File: src/rtl/barrel_rotate_decoder_pkg.sv
// Shared types, constants and helpers for the rotation decoder: the 1-bit
// rotate step and the mapping from a left-rotate count to the rotator's encoding.
package barrel_pkg;

  localparam int WIDTH = 8;
  localparam int SHW   = 3;

  typedef enum logic [1:0] {
    IDLE,
    SEARCH,
    DONE
  } state_e;

  typedef struct packed {
    logic           dir;
    logic [SHW-1:0] shift;
  } rot_enc_t;

  function automatic logic [WIDTH-1:0] rotl1(input logic [WIDTH-1:0] word);
    return {word[WIDTH-2:0], word[WIDTH-1]};
  endfunction

  // Counts up to half the width stay left; larger ones are the shorter right
  // rotation, so the half-width tie resolves to left.
  function automatic rot_enc_t enc_rot(input logic [SHW-1:0] k);
    rot_enc_t r;
    if (k <= SHW'(WIDTH / 2)) begin
      r.dir   = 1'b0;
      r.shift = k;
    end else begin
      r.dir   = 1'b1;
      r.shift = SHW'(WIDTH - int'(k));
    end
    return r;
  endfunction

endpackage

File: src/rtl/barrel_rotate_decoder_if.sv
// Request/response handshake bundle between a producer/consumer (master)
// and the rotation decoder (slave).
interface barrel_rotate_decoder_if;

  logic                        in_valid;
  logic                        in_ready;
  logic [barrel_pkg::WIDTH-1:0] ref_word;
  logic [barrel_pkg::WIDTH-1:0] rot_word;
  logic                        out_valid;
  logic                        out_ready;
  logic                        found;
  logic                        dir;
  logic [barrel_pkg::SHW-1:0]   shift;

  modport master (
    output in_valid, ref_word, rot_word, out_ready,
    input  in_ready, out_valid, found, dir, shift
  );

  modport slave (
    input  in_valid, ref_word, rot_word, out_ready,
    output in_ready, out_valid, found, dir, shift
  );

endinterface

File: src/rtl/barrel_rotate_decoder.sv
// Sequential inverse of the 8-bit rotator: steps the reference word left one
// bit per cycle until it equals the target or all rotations are exhausted.
module barrel_rotate_decoder
  import barrel_pkg::*;
#(
  parameter int WIDTH = barrel_pkg::WIDTH,
  parameter int SHW   = barrel_pkg::SHW
) (
  input  logic                     clk,
  input  logic                     rst,
  barrel_rotate_decoder_if.slave   bus
);

  state_e           state_q;
  logic [WIDTH-1:0] work_q;
  logic [WIDTH-1:0] target_q;
  logic [SHW-1:0]   k_q;
  logic             out_valid_q;
  logic             found_q;
  rot_enc_t         res_q;

  // NOTE: every register here is state, so all updates use non-blocking
  // assignments; blocking ones would let later statements see same-cycle values.
  always_ff @(posedge clk) begin
    if (rst) begin
      state_q     <= IDLE;
      work_q      <= '0;
      target_q    <= '0;
      k_q         <= '0;
      out_valid_q <= 1'b0;
      found_q     <= 1'b0;
      res_q       <= '0;
    end else begin
      unique case (state_q)
        IDLE: begin
          if (bus.in_valid) begin
            work_q   <= bus.ref_word;
            target_q <= bus.rot_word;
            k_q      <= '0;
            state_q  <= SEARCH;
          end
        end
        SEARCH: begin
          if (work_q == target_q) begin
            found_q     <= 1'b1;
            res_q       <= enc_rot(k_q);
            out_valid_q <= 1'b1;
            state_q     <= DONE;
          end else if (k_q == SHW'(WIDTH - 1)) begin
            found_q     <= 1'b0;
            res_q       <= '0;
            out_valid_q <= 1'b1;
            state_q     <= DONE;
          end else begin
            work_q <= rotl1(work_q);
            k_q    <= k_q + SHW'(1);
          end
        end
        DONE: begin
          if (bus.out_ready) begin
            out_valid_q <= 1'b0;
            state_q     <= IDLE;
          end
        end
        // NOTE: the unused state encoding recovers to IDLE instead of hanging.
        default: state_q <= IDLE;
      endcase
    end
  end

  assign bus.in_ready  = (state_q == IDLE);
  assign bus.out_valid = out_valid_q;
  assign bus.found     = found_q;
  assign bus.dir       = res_q.dir;
  assign bus.shift     = res_q.shift;

endmodule

File: src/flat_wrapper.sv
// flat-port wrapper written by rule: the top's interface ports become plain ports
module barrel_rotate_decoder_flat import barrel_pkg::*;
#(
  parameter int WIDTH = barrel_pkg::WIDTH,
  parameter int SHW   = barrel_pkg::SHW
)
  (clk, rst, bus_in_valid, bus_ref_word, bus_rot_word, bus_out_ready, bus_in_ready, bus_out_valid, bus_found, bus_dir, bus_shift);
  barrel_rotate_decoder_if bus_i ();
  input  logic clk;
  input  logic rst;
  input wire logic [$bits(bus_i.in_valid)-1:0] bus_in_valid;
  input wire logic [$bits(bus_i.ref_word)-1:0] bus_ref_word;
  input wire logic [$bits(bus_i.rot_word)-1:0] bus_rot_word;
  input wire logic [$bits(bus_i.out_ready)-1:0] bus_out_ready;
  output wire logic [$bits(bus_i.in_ready)-1:0] bus_in_ready;
  output wire logic [$bits(bus_i.out_valid)-1:0] bus_out_valid;
  output wire logic [$bits(bus_i.found)-1:0] bus_found;
  output wire logic [$bits(bus_i.dir)-1:0] bus_dir;
  output wire logic [$bits(bus_i.shift)-1:0] bus_shift;
  assign bus_i.in_valid = bus_in_valid;
  assign bus_i.ref_word = bus_ref_word;
  assign bus_i.rot_word = bus_rot_word;
  assign bus_i.out_ready = bus_out_ready;
  assign bus_in_ready = bus_i.in_ready;
  assign bus_out_valid = bus_i.out_valid;
  assign bus_found = bus_i.found;
  assign bus_dir = bus_i.dir;
  assign bus_shift = bus_i.shift;
  barrel_rotate_decoder #(.WIDTH(WIDTH), .SHW(SHW)) u_core (.clk(clk), .rst(rst), .bus(bus_i));
endmodule
File: config.mk
export PLATFORM = sky130hd
export DESIGN_NAME = barrel_rotate_decoder_flat
export DESIGN_NICKNAME = d
export VERILOG_FILES = /design/src/rtl/barrel_rotate_decoder_pkg.sv /design/src/rtl/barrel_rotate_decoder_if.sv /design/src/rtl/barrel_rotate_decoder.sv /design/src/flat_wrapper.sv
export SDC_FILE = /design/constraint.sdc
export NUM_CORES = 1
export LEC_CHECK = 0
export ABC_CLOCK_PERIOD_IN_PS = 2450
export CAP_MARGIN = 20
export CORE_MARGIN = 5
export CORE_UTILIZATION = 51
export CTS_CLUSTER_SIZE = 25
export DETAILED_ROUTE_END_ITERATION = 8
export PLACE_DENSITY_LB_ADDON = 0.25
export SLEW_MARGIN = 20
export SYNTH_ARGS = -nofsm -noshare
export SYNTH_HDL_FRONTEND = slang
export SYNTH_SLANG_ARGS = --single-unit
File: constraint.sdc
create_clock -name clk -period 2.45 [get_ports clk]
set_input_delay 0.3675 -clock clk [delete_from_list [all_inputs] [get_ports clk]]
set_output_delay 0.3675 -clock clk [all_outputs]
set_load 0.1 [all_outputs]
==> results.py, run 1 <==
metrics = {
    "sta": {
        "tightestPinTransition_ns": 0.7041,
        "hold_viol_final": 0,
        "clock_skew_ns": 0.01022,
        "setup_viol": 0,
        "fmax_ghz": 0.4809,
        "finalCriticalPeriod_ns": 2.080,
        "grt_setup_unrepaired": "false",
        "setup_ws_ns": 0.3704,
        "setup_tns_ns": 0,
        "maxSlewViolCount": 0,
        "fin_crit_sh": 0.8488,
        "relSlewSlack": 0.5240,
    },
    "routing": {
        "vias": 1110,
        "wl_per_cell_um": 13.70,
        "drt-initial-drc-count": 61,
        "viasPerCell": 5.415,
        "ant_nets": 0,
        "firstDrtPassIters": 4,
        "routed_wl_um": 2809,
        "drc_errors": 0,
    },
    "setup_path": {
        "arrival_ns": 2.28,
        "r2r_cells": 7,
        "timing_worst_setup_path_type": "reg2reg",
        "crit_required_ns": 2.65,
        "cpPeakStageDelay_ns": 0.51,
        "worstPathCellList": "inv_1 > ha_2 > nand2b_1 > a21oi_1 > o21a_1 > or2_1 > a211oi_2",
        "start_kind": "flop",
        "cp_max_fo": 10,
        "crit_buf_inv": 1,
        "end_kind": "flop",
        "cp_slowest_cell": "or2_1",
        "cp.depth": 7,
        "cp_top_family": "simple AND/OR/NAND/NOR gates",
    },
    "logic_synthesis": {
        "synth-simple-area-share": 0.1869,
        "synth_top_family_by_area": "compound AO/OA/AOI/OAI gates",
        "synth.distinct_cells": 32,
        "ys_seq_area_frac": 0.3826,
        "synthArstFlopShare": 0,
        "yosys_warnings": 0,
        "synthFlopType": "dfxtp_1",
        "syn-cell-area_sq_um": 1413,
        "syn_nets": 174,
        "synthXorXnorAreaFrac": 0.07086,
        "synth-edff-count": 0,
        "synth-compound-area-share": 0.2046,
        "synth.area.mux_share": 0.05669,
        "synthAdderAreaFrac": 0.05314,
        "syn_inst": 148,
        "synth_seq_cells": 27,
        "synth_area_per_cell_sq_um": 9.545,
    },
    "clocking": {
        "cts.sinks": 27,
        "numCtsBuffers": 3,
        "htreeDepth": 1,
        "path_clk_slew_ns": 0.15,
        "cts_setup_buffers": 0,
        "cts.repair.resized": 0,
        "cts_hold_buf": 0,
        "cts-root-buf": "clkbuf_4",
        "clockBufferDepth": 2,
        "clkLatencyLatePin_ns": 0.32,
        "cts_tree": "yes",
    },
    "pwr": {
        "vdd_drop_max_v": 0.0004573,
        "p_leak_nw": 0.6097,
        "powerDensity_nw_per_um2": 709.3,
    },
    "layout": {
        "stdcell_count": 205,
        "final_common_cell": "dfxtp_1",
        "finalNetCount": 201,
        "layout-drive-gt1-share": 0.1839,
        "final_cell_mix": "27 x dfxtp_1, 20 x nand2_1, 19 x clkdlybuf4s50_1, 12 x a21oi_1",
        "diodes": 0,
        "syn_to_final_growth_pct": 21.17,
    },
    "status": {
        "outcome": "completed",
    },
    "min_path": {
        "worstHoldPathCells": 2,
        "min_path_type": "reg2reg",
    },
    "floorplanning": {
        "die-area_sq_um": 3923,
        "start_util": 0.5212,
        "die_x_um": 62.63,
        "rows": 19,
        "boundaryPins": 27,
        "fp.dieH_um": 62.63,
        "coreArea_sq_um": 2710,
    },
    "placement": {
        "dp_hpwl_um": 2190,
        "dpl_worst_slack_ns": 0.2349,
        "globalplace.congestion": 0.8341,
        "dp.cells": 201,
        "portBuffers": 26,
    },
    "run": {
        "maxCapViolCount": 0,
    },
    "grt": {
        "grt_first_pass_wirelength_um": 4885,
        "grt_usage": 0.1463,
        "overflow": 0,
        "antenna_found_initial": 0,
        "grt_pass1_vias": 1101,
        "grt_start_max_net_pins": 22,
    },
}
cell families (layout without fill, tap and decap cells):
logic type                 Yosys count  after routing
xor gates and xnor gates             8              8
buffers and inverters               13             39
AOI/OAI and AO/OA                   35             35
DFF                                 27             27
adders and majority gates            6              6
and+or+nand+nor                     51             51
muxes                                8              8
worst min-delay path, cell delays in order, from the launching register on:
cell and delay [ns]:
dfxtp_1 0.35, nand2_1 0.05, a21oi_1 0.05
layer usage:
layer,wire [um],vias to the layer above,part of all wire,global-route usage
li1,-,578,-,-
met1,1300,510,0.46,0.1892
met2,1383,20,0.49,0.2565
met3,108,2,0.038,0.02518
met4,17,0,0.0061,0.02387
met5,0,-,0,0
worst paths after layout:
path / start / to / slack (ns)
worst max-delay path: u_core.state_q[1] / u_core.work_q[3] / 0.37
worst min-delay path: u_core.target_q[1] / u_core.target_q[1] / 0.48
worst max register to register: u_core.state_q[1] / u_core.work_q[3] / 0.37
worst min register to register: u_core.target_q[1] / u_core.target_q[1] / 0.48
area by class of cell:
cell class | instances | area (sq um)
inverters | 5 | 18.77
well taps | 31 | 38.79
clock buffers | 3 | 22.52
flip-flops and latches | 27 | 540.5
clock inverters | 1 | 7.507
repair buffers | 30 | 272.8
multi-input cells | 108 | 810.8
fillers | 233 | 998.5
Yosys cell counts, types with 4 or more instances:
library cell	count	share of area
inv_1	5	0.013
nor2_1	5	0.013
a211oi_2	8	0.071
nand2_1	20	0.053
xnor2_1	4	0.025
xnor2_2	4	0.046
dfxtp_1	27	0.38
a21oi_1	12	0.043
nor3_1	11	0.039
clkbuf_1	4	0.011
mux2i_1	8	0.057
ha_1	6	0.053
stage by stage:
step                      utilization  instance area, sq um  hold slack, ns  total power [mW]
after floorplan                     -                  1415          0.4488            0.9306
after global placement         0.6205                  1682          0.4561             1.015
after detailed placement       0.6205                  1682          0.4623             1.030
after CTS                      0.6316                  1712          0.4817             1.226
after global routing           0.6316                  1712          0.4990             1.288
final                          0.6316                  1712          0.4805             1.214
sequential cells by signal, summed over array words and instances, names as in the netlist:
register,cells
u_core.target_q,8
u_core.work_q,8
u_core.bus.shift,3
u_core.k_q,3
u_core.state_q,2
u_core.bus.dir,1
u_core.bus.found,1
u_core.bus.out_valid,1
report_power, final:
part,internal [mW],leakage (nW),switching [mW]
sequential,0.492,0.221,0.0521
clock,0.0622,0.0139,0.132
combinational,0.201,0.374,0.274
No activity file was read; power rests on OpenSTA's default activity.
==> inputs of run 2 (changes only) <==
--- a/config.mk
+++ b/config.mk
@@ -5,7 +5,7 @@
 export SDC_FILE = /design/constraint.sdc
 export NUM_CORES = 1
 export LEC_CHECK = 0
-export ABC_CLOCK_PERIOD_IN_PS = 2450
+export ABC_CLOCK_PERIOD_IN_PS = 2000
 export CAP_MARGIN = 20
 export CORE_MARGIN = 5
 export CORE_UTILIZATION = 51
==> constraint.sdc (replaced) <==
create_clock -name clk -period 2 [get_ports clk]
set_input_delay 0.3 -clock clk [delete_from_list [all_inputs] [get_ports clk]]
set_output_delay 0.3 -clock clk [all_outputs]
set_load 0.1 [all_outputs]
==> run 2 against run 1 <==
Wire length increased by 3.7%. Count of clock-buffer cells in the layout stayed put. Highest routed layer unchanged. Critical path depth is the same. Hold slack worse by 0.0018 ns. Global-route usage increased by 0.36 points.
==> results.py, run 2 (synthesized netlist as in run 1, its figures left out) <==
metrics = {
    "floorplanning": {
        "boundaryPins": 27,
        "coreArea_sq_um": 2710,
        "die-area_sq_um": 3923,
        "rows": 19,
        "die_x_um": 62.63,
        "fp.dieH_um": 62.63,
        "start_util": 0.5212,
    },
    "pwr": {
        "p_int_uw": 962.9,
        "vdd_drop_max_v": 0.0006254,
        "power_switching_uw": 575.4,
        "clkPwrFrac": 0.158,
        "p_leak_nw": 0.6429,
        "powerDensity_nw_per_um2": 868.3,
        "swShare": 0.3741,
        "p_seq_frac": 0.434,
        "combinationalPowerShare": 0.408,
    },
    "layout": {
        "post-route-util": 0.6537,
        "stdcell_count": 210,
        "final_cell_mix": "27 x dfxtp_1, 20 x nand2_1, 19 x clkdlybuf4s50_1, 15 x buf_4, 12 x a21oi_1",
        "final_common_cell": "dfxtp_1",
        "reg_top3": "u_core.target_q: 8 flops, u_core.work_q: 8 flops",
        "syn_to_final_growth_pct": 25.42,
        "layout-drive-gt1-share": 0.2067,
        "diodes": 0,
        "finalNetCount": 206,
    },
    "clocking": {
        "cts_setup_buffers": 0,
        "cts.repair.resized": 0,
        "cts.sinks": 27,
        "cts_hold_buf": 0,
        "numCtsBuffers": 3,
        "cts_tree": "yes",
        "cts-root-buf": "clkbuf_4",
        "path_clk_slew_ns": 0.15,
        "clkLatencyLatePin_ns": 0.33,
        "htreeDepth": 1,
        "clockBufferDepth": 2,
    },
    "routing": {
        "ant_nets": 0,
        "drt-initial-drc-count": 71,
        "viasPerCell": 5.486,
        "routed_wl_um": 2912,
        "firstDrtPassIters": 4,
        "drc_errors": 0,
        "vias": 1152,
        "wl_per_cell_um": 13.87,
    },
    "grt": {
        "grt_pass1_vias": 1119,
        "grt_start_max_net_pins": 17,
        "overflow": 0,
        "grt_first_pass_wirelength_um": 4954,
        "grt_usage": 0.1499,
        "antenna_found_initial": 0,
    },
    "sta": {
        "grt_setup_unrepaired": "false",
        "maxSlewViolCount": 0,
        "hold_ws_ns": 0.4787,
        "setup_tns_ns": 0,
        "tightestPinTransition_ns": 0.5559,
        "fmax_ghz": 0.5340,
        "relSlewSlack": 0.6294,
        "finalCriticalPeriod_ns": 1.873,
        "hold_viol_final": 0,
        "setup_viol": 0,
        "fin_crit_sh": 0.9363,
        "clock_skew_ns": 0.008035,
    },
    "setup_path": {
        "timing_worst_setup_path_type": "reg2reg",
        "end_kind": "flop",
        "crit_required_ns": 2.21,
        "cp_max_fo": 10,
        "start_kind": "flop",
        "arrival_ns": 2.08,
    },
    "placement": {
        "portBuffers": 26,
        "dp_hpwl_um": 2301,
        "globalplace.congestion": 0.7829,
        "dp.cells": 206,
    },
    "run": {
        "maxCapViolCount": 0,
    },
    "status": {
        "outcome": "completed",
    },
    "min_path": {
        "min_path_type": "reg2reg",
    },
}
==> run 2: cell count changes in the layout (fill, tap and decap cells not counted), sizes merged <==
cell	change
buf	+5
==> run 2: routing by layer <==
layer | global-route usage | vias up | wire length [um]
met3 | 0.03058 | 4 | 113
met1 | 0.1910 | 535 | 1321
met2 | 0.2591 | 27 | 1456
met4 | 0.03183 | 0 | 21
met5 | 0 | - | 0
li1 | - | 586 | -
==> run 2: area by class of cell <==
| type | instances | area [sq um] |
|---|---|---|
| timing repair buffer | 35 | 322.8 |
| multi-input combinational | 108 | 820.8 |
| clock inverter | 1 | 7.507 |
| clock buffer | 3 | 22.52 |
| sequential | 27 | 540.5 |
| tap | 31 | 38.79 |
| fill | 239 | 938.4 |
| inverter | 5 | 18.77 |
==> run 2: worst max-delay path: stages (launching register included) <==
cell      delay [ns]
dfxtp_1         0.40
inv_1           0.10
ha_4            0.19
nand2b_1        0.14
a21oi_1         0.13
o21a_1          0.18
or2_1           0.48
a211oi_2        0.14
==> run 2: path summary, 6_finish.rpt <==
| kind | start | end | slack [ns] | cells past startpoint |
|---|---|---|---|---|
| hold / removal | u_core.target_q[0] | u_core.target_q[0] | 0.48 | 2 |
| setup / recovery | u_core.state_q[1] | u_core.work_q[2] | 0.13 | 7 |
| setup reg to reg | u_core.state_q[1] | u_core.work_q[2] | 0.13 | 7 |
| hold reg to reg | u_core.target_q[0] | u_core.target_q[0] | 0.48 | 2 |
==> run 2: power groups by stage <==
stage	sequential (mW)	combinational [mW]	clock, mW
2_1_floorplan	0.703	0.447	0
5_1_grt	0.676	0.682	0.268
6_report	0.667	0.628	0.243
3_5_place_dp	0.682	0.627	0
3_3_place_gp	0.679	0.611	0
4_1_cts	0.669	0.630	0.250
==> run 2: through the flow <==
stage | area (sq um) | setup WS, ns | power [mW]
final | 1772 | 0.1273 | 1.538
after global routing | 1772 | 0.01698 | 1.625
after CTS | 1772 | 0.1225 | 1.549
after detailed placement | 1742 | 0.01339 | 1.309
after global placement | 1742 | 0.05831 | 1.290
after floorplan | 1425 | 0.08311 | 1.149
==> inputs of run 3 (changes only) <==
--- a/config.mk
+++ b/config.mk
@@ -5,10 +5,11 @@
 export SDC_FILE = /design/constraint.sdc
 export NUM_CORES = 1
 export LEC_CHECK = 0
+export ABC_AREA = 1
 export ABC_CLOCK_PERIOD_IN_PS = 2000
 export CAP_MARGIN = 20
 export CORE_MARGIN = 5
-export CORE_UTILIZATION = 51
+export CORE_UTILIZATION = 50
 export CTS_CLUSTER_SIZE = 25
 export DETAILED_ROUTE_END_ITERATION = 8
 export PLACE_DENSITY_LB_ADDON = 0.25
==> run 3 against run 2 <==
Hold slack got worse by 0.0069 ns. Utilization increased by 0.46 points. Total power increased by 33%. Sequential power increased by 15%. Critical endpoint is now u_core.k_q[0]. Largest power group is now combinational logic. Highest routed layer unchanged.
==> results.py, run 3 <==
metrics = {
    "status": {
        "outcome": "completed",
    },
    "routing": {
        "wl_per_cell_um": 10.44,
        "drc_errors": 0,
        "drt-initial-drc-count": 26,
        "ant_nets": 0,
        "viasPerCell": 4.764,
        "routed_wl_um": 2746,
        "firstDrtPassIters": 4,
        "vias": 1253,
    },
    "setup_path": {
        "worstPathCellList": "ha_1 > ha_1 > nand2_1 > nand3_2 > a21oi_1 > nor2_1",
        "crit_buf_inv": 0,
        "cpPeakStageDelay_ns": 0.36,
        "cp_max_fo": 22,
        "r2r_cells": 6,
        "cp_top_family": "simple AND/OR/NAND/NOR gates",
        "arrival_ns": 1.91,
        "crit_top_cell": "ha_1",
        "cp-startpoint": "u_core.k_q[0]",
        "crit_required_ns": 2.26,
        "end_kind": "flop",
        "critPathCapture": "u_core.k_q[0]",
        "timing_worst_setup_path_type": "reg2reg",
        "start_kind": "flop",
        "rrSetupSlack_ns": 0.35,
        "r2r_start": "u_core.k_q[0]",
        "timing.rr.end": "u_core.k_q[0]",
        "cp.depth": 6,
        "cp_slowest_cell": "dfxtp_1",
    },
    "clocking": {
        "cts.repair.resized": 0,
        "clkLatencyLatePin_ns": 0.34,
        "cts_tree": "yes",
        "cts_setup_buffers": 0,
        "cts-root-buf": "clkbuf_4",
        "cts.sinks": 27,
        "path_clk_slew_ns": 0.16,
        "numCtsBuffers": 3,
        "clockBufferDepth": 2,
        "cts_hold_buf": 0,
        "htreeDepth": 1,
    },
    "pwr": {
        "vdd_drop_max_v": 0.001179,
        "p_leak_nw": 0.7970,
        "powerDensity_nw_per_um2": 1225,
        "power_mw": 2.052,
    },
    "grt": {
        "grt_start_max_net_pins": 23,
        "overflow": 0,
        "grt_pass1_vias": 1188,
        "grt_usage": 0.1727,
        "antenna_found_initial": 0,
        "grt_first_pass_wirelength_um": 4919,
    },
    "logic_synthesis": {
        "synthAdderAreaFrac": 0.05535,
        "syn_nets": 231,
        "synth_area_per_cell_sq_um": 6.616,
        "synth_top_area_frac": 0.3985,
        "yosysMostFrequentCell": "nand2_1",
        "synth_top_cell_by_area": "dfxtp_1",
        "synth-simple-area-share": 0.3118,
        "synthFlopType": "dfxtp_1",
        "syn-cell-area_sq_um": 1356,
        "synth.area.mux_share": 0,
        "ys_seq_area_frac": 0.3985,
        "synth_top_family_by_area": "simple AND/OR/NAND/NOR gates",
        "synthXorXnorAreaFrac": 0.03229,
        "synthTopCellsByCount": "62 x nand2_1, 38 x nor2_1, 27 x dfxtp_1, 19 x inv_1, 17 x o21ai_0",
        "yosys_warnings": 0,
        "synthTopCellsByArea": "dfxtp_1 40%, nand2_1 17%, nor2_1 11%",
        "synth-edff-count": 0,
        "synth_seq_cells": 27,
        "synth.distinct_cells": 17,
        "synthArstFlopShare": 0,
        "syn_inst": 205,
        "synth-compound-area-share": 0.1135,
    },
    "floorplanning": {
        "coreArea_sq_um": 2545,
        "fp.dieH_um": 62.08,
        "die-area_sq_um": 3854,
        "start_util": 0.5329,
        "rows": 18,
        "boundaryPins": 27,
        "die_x_um": 62.08,
    },
    "layout": {
        "diodes": 0,
        "regArea_sq_um": 540.5,
        "fill_cells": 241,
        "syn_to_final_growth_pct": 23.52,
        "final_area_sq_um": 1675,
        "final_cell_mix": "62 x nand2_1, 38 x nor2_1, 27 x dfxtp_1, 19 x inv_1, 19 x clkdlybuf4s50_1",
        "multiInputGateArea_sq_um": 698.2,
        "post-route-util": 0.6583,
        "reg_top3": "u_core.target_q: 8 flops, u_core.work_q: 8 flops",
        "finalNetCount": 260,
        "final_common_cell": "nand2_1",
        "layout-drive-gt1-share": 0.1030,
    },
    "placement": {
        "dpl-instance-area_sq_um": 1648,
        "dpl_worst_slack_ns": 0.3134,
        "globalplace.congestion": 0.7529,
        "portBuffers": 26,
        "dp_hpwl_um": 2063,
    },
    "min_path": {
        "min_path_type": "reg2reg",
    },
    "sta": {
        "tightestPinTransition_ns": 0.4128,
        "setup_viol": 0,
        "setup_ws_ns": 0.3454,
        "relSlewSlack": 0.7245,
        "clock_skew_ns": 0.01526,
        "fin_crit_sh": 0.8273,
        "hold_viol_final": 0,
        "maxSlewViolCount": 0,
        "finalCriticalPeriod_ns": 1.655,
        "grt_setup_unrepaired": "false",
        "setup_tns_ns": 0,
        "fmax_ghz": 0.6044,
    },
    "run": {
        "maxCapViolCount": 0,
    },
}
run 3: changes by cell type after synthesis, sizes merged, moves of 8 or more:
cell,delta
inv,+18
nor2,+34
mux2i,-8
nor3,-11
a211oi,-9
nand2,+42
o21ai,+15
run 3: worst min-delay path by stage:
| stage | startpoint | end | slack (ns) | cells after the start |
|---|---|---|---|---|
| after floorplan | rst | u_core.bus.dir | 0.37 | 1 |
| after global placement | u_core.bus.dir | u_core.bus.dir | 0.45 | 2 |
| after detailed placement | u_core.bus.shift[1] | u_core.bus.shift[1] | 0.45 | 2 |
| after CTS | u_core.bus.dir | u_core.bus.dir | 0.47 | 2 |
| after global routing | u_core.bus.dir | u_core.bus.dir | 0.51 | 2 |
| final | u_core.bus.dir | u_core.bus.dir | 0.47 | 2 |
run 3: per-layer routing:
metal / track usage / wire length [um] / up-vias
met5: 0 / 0 / -
met4: 0.04545 / 30 / 0
met3: 0.04959 / 122 / 4
met2: 0.2751 / 1260 / 17
met1: 0.2288 / 1332 / 547
li1: - / - / 685
run 3: per-stage QoR:
| step | cells | hold slack [ns] |
|---|---|---|
| finish | 263 | 0.4718 |
| global route | 263 | 0.5106 |
| CTS | 263 | 0.4729 |
| detailed placement | 259 | 0.4515 |
| global placement | 259 | 0.4523 |
| floorplan | 205 | 0.3691 |
run 3: final cells by class:
type                            instances  area share
Multi-Input combinational cell        149      0.4167
Sequential cell                        27      0.3226
Timing Repair Buffer                   30      0.1703
Inverter                               23     0.05153
Tap cell                               30     0.02240
Clock buffer                            3     0.01344
Clock inverter                          1    0.002987
run 3: where the power goes:
group,internal (mW),switching [mW]
Combinational,0.384,0.657
Sequential,0.676,0.0877
Clock,0.0753,0.172
run 3: kinds of logic after synthesis:
logic type               Yosys count
AO/OA/AOI/OAI                     30
XOR/XNOR                           5
adder cells (fa/ha/maj)            6
buffers and inverters             29
flip-flops                        27
AND/OR/NAND/NOR                  108
run 3: tightest hold or removal path, cell delays in order, from the launching register on:
cell	delay [ns]
dfxtp_1	0.34
nand2_1	0.06
a21oi_1	0.05
